==> src/rtl/seven_seg_scanner.sv <==
// seven_seg_scanner
//   Time-multiplexed scan controller for a DIGITS-wide common-anode 7-segment
//   display. One shared external BCD->segment decoder is time-shared: the
//   current digit nibble goes out on BCD and the active-low pattern comes back
//   on SEG_IN. New values are double-buffered and only committed at a frame
//   wrap, so a frame never mixes old and new digits. Each slot begins with a
//   blank window (ghost suppression). Leading-zero blanking and decimal points
//   are supported.
// Ports
//   CLK, RST      clock (rising edge), async active-high reset
//   LOAD          capture DATA/DP into the pending buffer
//   DATA, DP      digit nibbles (digit i at DATA[4i+3:4i]) and decimal points
//   LZB           leading-zero blanking enable, sampled live
//   BCD           registered nibble to the shared decoder
//   SEG_IN        decoder output, active-low, bit7 ignored
//   SEGMENT, AN   registered segment drive / anode enables, active-low
//   ACK           1-cycle pulse when pending data is committed
//   FRAME         1-cycle pulse on every frame wrap
module seven_seg_scanner #(
  parameter int DIGITS    = 4,
  parameter int SCAN_DIV  = 50000,
  parameter int BLANK_CYC = 500
) (
  input  logic                CLK,
  input  logic                RST,
  input  logic                LOAD,
  input  logic [4*DIGITS-1:0] DATA,
  input  logic [DIGITS-1:0]   DP,
  input  logic                LZB,
  output logic [3:0]          BCD,
  input  logic [7:0]          SEG_IN,
  output logic [7:0]          SEGMENT,
  output logic [DIGITS-1:0]   AN,
  output logic                ACK,
  output logic                FRAME
);
  localparam int CW = (SCAN_DIV > 1) ? $clog2(SCAN_DIV) : 1;
  localparam int IW = (DIGITS > 1) ? $clog2(DIGITS) : 1;
  localparam logic [CW-1:0] DIV_LAST  = CW'(SCAN_DIV - 1);
  localparam logic [IW-1:0] IDX_LAST  = IW'(DIGITS - 1);
  localparam logic [CW-1:0] BLANK_END = CW'(BLANK_CYC);

  logic [CW-1:0]            div_q, div_d;
  logic [IW-1:0]            idx_q, idx_d;
  logic [DIGITS-1:0][3:0]   disp_q, disp_d, pend_data_q, pend_data_d;
  logic [DIGITS-1:0]        dp_q, dp_d, pend_dp_q, pend_dp_d;
  logic                     pend_q, pend_d;
  logic [3:0]               bcd_q, bcd_d;
  logic [7:0]               seg_q, seg_d;
  logic [DIGITS-1:0]        an_q, an_d;
  logic                     ack_q, ack_d;
  logic                     frame_q, frame_d;
  logic                     wrap, blank, zrun;
  logic [DIGITS-1:0]        lz_mask;

  // The decoder's own DP bit is replaced by our dp register.
  logic unused_seg_dp;
  assign unused_seg_dp = SEG_IN[7];

  // lz_mask[i]: digits DIGITS-1..i are all zero. Digit 0 is never masked.
  always_comb begin
    lz_mask = '0;
    zrun    = 1'b1;
    for (int i = DIGITS - 1; i > 0; i--) begin
      zrun       = zrun & (disp_q[i] == 4'h0);
      lz_mask[i] = zrun;
    end
  end

  always_comb begin
    div_d       = div_q + 1'b1;
    idx_d       = idx_q;
    wrap        = 1'b0;
    disp_d      = disp_q;
    dp_d        = dp_q;
    pend_d      = pend_q;
    pend_data_d = pend_data_q;
    pend_dp_d   = pend_dp_q;

    if (div_q == DIV_LAST) begin
      div_d = '0;
      wrap  = (idx_q == IDX_LAST);
      idx_d = wrap ? '0 : idx_q + 1'b1;
    end

    if (wrap && pend_q) begin
      disp_d = pend_data_q;
      dp_d   = pend_dp_q;
      pend_d = 1'b0;
    end
    // A LOAD on the commit edge becomes the next pending frame.
    if (LOAD) begin
      pend_data_d = DATA;
      pend_dp_d   = DP;
      pend_d      = 1'b1;
    end

    // Outputs are computed from the next counter values so AN/SEGMENT line
    // up with div_cnt; SEG_IN lags idx by two cycles, hidden by the blank.
    bcd_d = disp_q[idx_q];
    blank = (div_d < BLANK_END) || (LZB && lz_mask[idx_d]);
    an_d  = '1;
    seg_d = 8'hFF;
    if (!blank) begin
      an_d[idx_d] = 1'b0;
      seg_d       = {~dp_q[idx_d], SEG_IN[6:0]};
    end
    ack_d   = wrap & pend_q;
    frame_d = wrap;
  end

  always_ff @(posedge CLK or posedge RST) begin
    if (RST) begin
      div_q       <= '0;
      idx_q       <= '0;
      disp_q      <= '0;
      dp_q        <= '0;
      pend_q      <= 1'b0;
      pend_data_q <= '0;
      pend_dp_q   <= '0;
      bcd_q       <= 4'h0;
      seg_q       <= 8'hFF;
      an_q        <= '1;
      ack_q       <= 1'b0;
      frame_q     <= 1'b0;
    end else begin
      div_q       <= div_d;
      idx_q       <= idx_d;
      disp_q      <= disp_d;
      dp_q        <= dp_d;
      pend_q      <= pend_d;
      pend_data_q <= pend_data_d;
      pend_dp_q   <= pend_dp_d;
      bcd_q       <= bcd_d;
      seg_q       <= seg_d;
      an_q        <= an_d;
      ack_q       <= ack_d;
      frame_q     <= frame_d;
    end
  end

  assign BCD     = bcd_q;
  assign SEGMENT = seg_q;
  assign AN      = an_q;
  assign ACK     = ack_q;
  assign FRAME   = frame_q;
endmodule

==> config.mk <==
export PLATFORM = sky130hd
export DESIGN_NAME = seven_seg_scanner
export DESIGN_NICKNAME = d
export VERILOG_FILES = /design/src/rtl/seven_seg_scanner.sv
export SDC_FILE = /design/constraint.sdc
export NUM_CORES = 1
export LEC_CHECK = 0
export ABC_AREA = 1
export CORE_UTILIZATION = 40
export DETAILED_ROUTE_END_ITERATION = 8
export PLACE_DENSITY_LB_ADDON = 0.15
export SLEW_MARGIN = 20
export SYNTH_ARGS = -nofsm -noshare
export SYNTH_HDL_FRONTEND = slang
export SYNTH_SLANG_ARGS = --single-unit
export TNS_END_PERCENT = 50
==> constraint.sdc <==
create_clock -name CLK -period 2.8 [get_ports CLK]
set_clock_uncertainty 0.05 [all_clocks]
set_input_delay 0.42 -clock CLK [delete_from_list [all_inputs] [get_ports CLK]]
set_output_delay 0.42 -clock CLK [all_outputs]
set_load 0.02 [all_outputs]
After elaboration in Yosys (flattened, before gate mapping) --
Index checks and enable logic that the tools add are counted.
Operators by class: $add $sub $neg 2, order comparisons 4, equal/unequal tests 2, multiplexer cells 16, bitwise logic cells 5, reductions and logical operators 8
Operator list (number):
- 16-bit by 1-bit adder with 16-bit output, second input constant | 1
- 16-bit equality test, second input constant | 1
- 16-bit by 9-bit < comparator with 1-bit output, second input constant | 1
- 16-bit 2-to-1 mux | 1
- 4-bit zero test | 3
- 4-bit binary-select mux with 2-bit select | 1
- 4-bit 2-to-1 mux | 2
- 8-bit 2-to-1 mux | 1
- 2-bit by 3-bit < comparator with 1-bit output, second input constant | 2
- 1-bit 2-to-1 mux | 6
- 1-bit binary-select mux with 2-bit select | 2
- 2-bit 2-to-1 mux | 2
- 4-bit NOT | 1
- 1-bit AND | 3
- 1-bit logical AND | 3
- 2-bit by 1-bit adder with 2-bit output, second input constant | 1
- 1-bit demux with 2-bit select | 1
- 2-bit equality test, second input constant | 1
- 2-bit by 1-bit greater-or-equal comparator with 1-bit output, second input constant | 1
- 2-bit nonzero test | 1
- 1-bit logical OR | 1
- 1-bit NOT | 1
Word-level totals: register bits 77, bits of input ports 32, output and inout port bits 18, word-level logic and storage cells 55

Logic depth before layout (Yosys ltp) --
depth after elaboration 9, depth in mapped cells 14, depth with buffers taken out 13

Worst setup path after synthesis --
OpenSTA, ideal clock, no wires.
path kind reg2reg, start reg div_q[0], end reg seg_q[7], in the netlist SEGMENT[7], library setup time 83 ps, arrival time 1706 ps, required time 2667 ps, setup slack 961 ps, cell stages (with the launch flop) 12, buffers on the path 1, cell sequence dfrtp_1 ha_1 nand2_2 nor2_8 nand3_4 o21ai_2 nand2_4 nand2_1 nand2_2 nand3_2 buf_6 nand3_2
Between the ends: longest elaborated chain between the ends 7, elaborated cells between the ends (all ways) 13, classes of those cells 1 x add/sub; 1 x order compare; 1 x eq/ne; 7 x mux; 1 x bitwise; 2 x reduce/logical
RTL lines:
- start, declared | line 43 | logic [CW-1:0] div_q, div_d;
- start signal, assigned | line 127 | div_q <= div_d;
- 16-bit equality test * | line 80 | if (div_q == DIV_LAST) begin
- 2-bit 2-to-1 mux * | line 80
- named net idx_d[0] | line 44 | logic [IW-1:0] idx_q, idx_d;
- 1-bit binary-select mux with 2-bit select | line 101 | blank = (div_d < BLANK_END) || (LZB && lz_mask[idx_d]);
- 1-bit 2-to-1 mux (not written as such) | line 101
- 1-bit logical AND | line 101
- 1-bit logical OR | line 101
- 8-bit 2-to-1 mux * | line 104 | if (!blank) begin
- named net seg_d[7] | line 49 | logic [7:0] seg_q, seg_d;
- end signal, assigned | line 135 | seg_q <= seg_d;
- end, declared | line 49
The timed path passes the listed nets; every way through them passes the cells marked *. The select of a mux whose other input is x is not followed. A chain may end at the register's enable or synchronous reset.

Final worst setup path --
start reg div_q[0], end reg an_q[3], in the netlist AN[3]
Between the ends: elaborated cells between the ends (all ways) 16, classes of those cells 1 x add/sub; 3 x order compare; 1 x eq/ne; 7 x mux; 1 x bitwise; 3 x reduce/logical
RTL lines:
- 16-bit by 1-bit adder with 16-bit output or 16-bit equality test (tied branches) | line 71, 80
- 16-bit 2-to-1 mux * | line 80
- named net div_d[6] | line 43
- 16-bit by 9-bit < comparator with 1-bit output * | line 101
- 1-bit logical OR * | line 101
- 4-bit 2-to-1 mux * | line 104
- named net an_d[3] | line 50 | logic [DIGITS-1:0] an_q, an_d;
- end signal, assigned | line 136 | an_q <= an_d;
- end, declared | line 50
Marks and branches as above.

==> impl_results.md <==
- Status: finished clean
- Post-Syn Area per Cell: 8.63 um^2
- Setup TNS: 0 ns
- Netlist Area Pre-Place: 0.00354 mm^2
- Worst Path Buf+Inv: 0
- Data arrival at the endpoint of the critical path: 2.51 ns
- IR drop worst, VDD: 0.000271 V
- Dpl hpwl: 4720 um
- Library cell appearing most often on the critical path: nor2_1
- Utilization of the core after routing: 0.516
- Area of the multi-input gates: 0.00129 mm^2
- Synth top area cells: dfrtp_1 (46%), nand2_1 (11%), dfstp_2 (8.9%)
- Clock latency at the later pin of the worst-skew pair: 0.35 ns
- Cts bufs inserted: 9
- Cells after synthesis: 410
- Kind of cell adding the most delay to the critical path: simple AND/OR/NAND/NOR gates
- Commonest cells post-synth: nand2_1 (105), dfrtp_1 (65), inv_1 (63)
- Path class of the lowest-slack min-delay path: reg2reg
- Maximum level of the CTS H-tree: 3
- Num Clock Sinks: 77
- Max-slew violation total from the final report: 0
- Largest net degree at the start of global routing: 78
- Async set or reset register ratio after synthesis: 1.00
- Initial Utilization: 0.422
- Flip-flop and latch area: 0.00194 mm^2
- Clock root buffer: clkbuf_8
- Ordered list of cells on the worst path: ha_1 -> nand2_2 -> nor2_8 -> nand3_4 -> nor2_8 -> nor2_1 -> nand3_1 -> nor2_1 -> nor2_1 -> nand2_1 -> nand3_1
- First-pass iteration count of the detailed router: 4
- Port-buffer cells: 48
- Cell type with the highest aggregate area in the netlist: dfrtp_1
- Post-Synthesis Net Count: 444
- Power per cell area: 483 mW/mm^2
- Number of synthesized register bits: 77
- Part of the cycle the worst path needs: 0.817
- Share of cells above drive strength 1: 0.122
- Post-CTS Setup Repair Bufs: 0
- I/O pin total: 50
- Synth Flop Type: dfrtp_1
- Area Overhead vs Synth: 22.1%
- First-pass GRT wire length: 11,700 um
- F_max: 437 MHz
- Final nets: 495
- Antenna violations before repair: 0
- Cell with the most instances after synthesis: nand2_1
- Placed Cells incl. Taps: 555
- Final global-route overflow total: 0
- Core Footprint: 0.00838 mm^2
- Max stage delay cell, worst path: dfrtp_1
- DR WL/cell: 11.9 um
- Setup repair after global routing missed its margin: false
- Number of global-route vias before repair: 2,545
- Non-filler cells, final: 571
- Clock tree from TritonCTS: yes
- Fill cells: 819
- EDFF count, synth: 0
- Crit start category: register
- GRT Overall Usage: 0.170
- Share of the yosys chip area belonging to registers: 0.549
- Top fanout value on the critical path: 12
- YS warnings: 0
- Antenna diode instance count: 0
- Post-CTS sizing: 0
- Number of vias per cell after detailed routing: 4.66
- Synth top area share: 0.460
- Slew at the pin with the worst max-slew slack: 0.574 ns
- Standard-cell rows: 33
- Area enclosed by the die boundary: 0.00923 mm^2
- Distinct cell type count after synthesis: 29
- Count of endpoints failing hold in the final timing report: 0
- Setup crit end kind: register
- Number of design rule violations left after detail routing: 0
- Post-cts hold buffer count: 0
- Shortest clock period the worst path allows after layout: 2.29 ns
- Worst Path Class, Setup: reg2reg
- Relative slew slack: 0.617
- Largest stage delay on the critical path: 0.39 ns
- Endpoints failing setup: 0
- Die Height: 96.1 um
- Count of vias placed by the detailed router: 2,663
- Required time of the critical path: 3.03 ns
- Die Wd: 96.1 um
- # Max-Cap Violations: 0
- Number of nets with antenna violations after detailed routing: 0
- Buffer levels on the longest clock path: 2
- Post-detailed-routing wire length: 6800 um
- Gpl congestion: 0.868
- Number of design-rule violations left by the first detailed-router iteration: 95
- Clk pin slew, worst setup/hold paths: 0.07 ns
- Leakage: 0.00217 uW
report_power, final:
group,switching (uW),internal [uW],total [uW]
Combinational,55.9,53.0,109
Sequential,6.53,1140,1140
Clock,400,436,835
Total,462,1630,2090
layout make-up:
class                      instances  area share
inverter                          65      0.0565
sequential                        77       0.449
clock inverter                     4      0.0113
multi-input combinational        257       0.300
tap                              105      0.0304
timing repair buffer              51       0.119
clock buffer                      12      0.0336
stage by stage:
stage          hold slack [ns]  area (um^2)  total power, uW  worst slack, ns
6_report                 0.433         4320             2090            0.512
5_1_grt                  0.452         4320             2190            0.254
4_1_cts                  0.437         4320             2120            0.483
3_5_place_dp             0.427         4130             1280            0.494
3_3_place_gp             0.420         4130             1270            0.559
2_1_floorplan            0.403         3540             1210            0.383
cell families (layout without fill, tap and decap cells):
kind of cell,after synthesis,count (layout),synth area share
compound gates,61,61,0.0941
xor+xnor,1,1,0.00248
fa+ha+maj,2,2,0.00707
buf+inv,76,132,0.0852
flops,77,77,0.549
simple gates,193,193,0.262
cells in the final DEF, fill, tap and decap left out, types with 2 or more instances in the layout:
master           instances
clkinv_2                 2
nand4_1                  6
o21bai_1                 3
clkbuf_1                 2
nor2_8                   2
buf_4                    2
nand2_1                105
clkdlybuf4s50_1         48
a21oi_1                  3
ha_1                     2
nand2_2                  4
dfstp_2                 12
inv_2                    3
o21ai_0                 49
nor2_1                  41
nand2_4                  2
nand3_1                 15
o22ai_1                  4
clkbuf_8                10
nand3_2                 11
nor2_2                   2
dfrtp_1                 65
inv_1                   62
metal layers:
| layer | track usage | part of all wire | up-vias |
|---|---|---|---|
| li1 | - | - | 1383 |
| met1 | 0.228 | 0.49 | 1206 |
| met2 | 0.266 | 0.45 | 59 |
| met3 | 0.0379 | 0.044 | 15 |
| met4 | 0.0709 | 0.018 | 0 |
| met5 | 0 | 0 | - |
flip-flops by register name, indices dropped and copies added, names as in the netlist:
| name | count |
|---|---|
| ACK | 1 |
| AN | 4 |
| BCD | 4 |
| FRAME | 1 |
| SEGMENT | 8 |
| disp_q | 16 |
| div_q | 16 |
| dp_q | 4 |
| idx_q | 2 |
| pend_data_q | 16 |
| pend_dp_q | 4 |
| pend_q | 1 |
worst paths after layout:
| kind | endpoint | slack (ns) | cells past startpoint | startpoint |
|---|---|---|---|---|
| setup / recovery | AN[3] | 0.51 | 11 | div_q[0] |
| hold / removal | div_q[0] | 0.43 | 1 | div_q[0] |
| setup reg to reg | AN[3] | 0.51 | 11 | div_q[0] |
| hold reg to reg | div_q[0] | 0.43 | 1 | div_q[0] |
| max in group asynchronous | SEGMENT[0] | 1.93 | 3 | RST |
| min in group asynchronous | div_q[15] | 0.44 | 3 | RST |
Note: power is estimated with default switching activity, not from simulation.
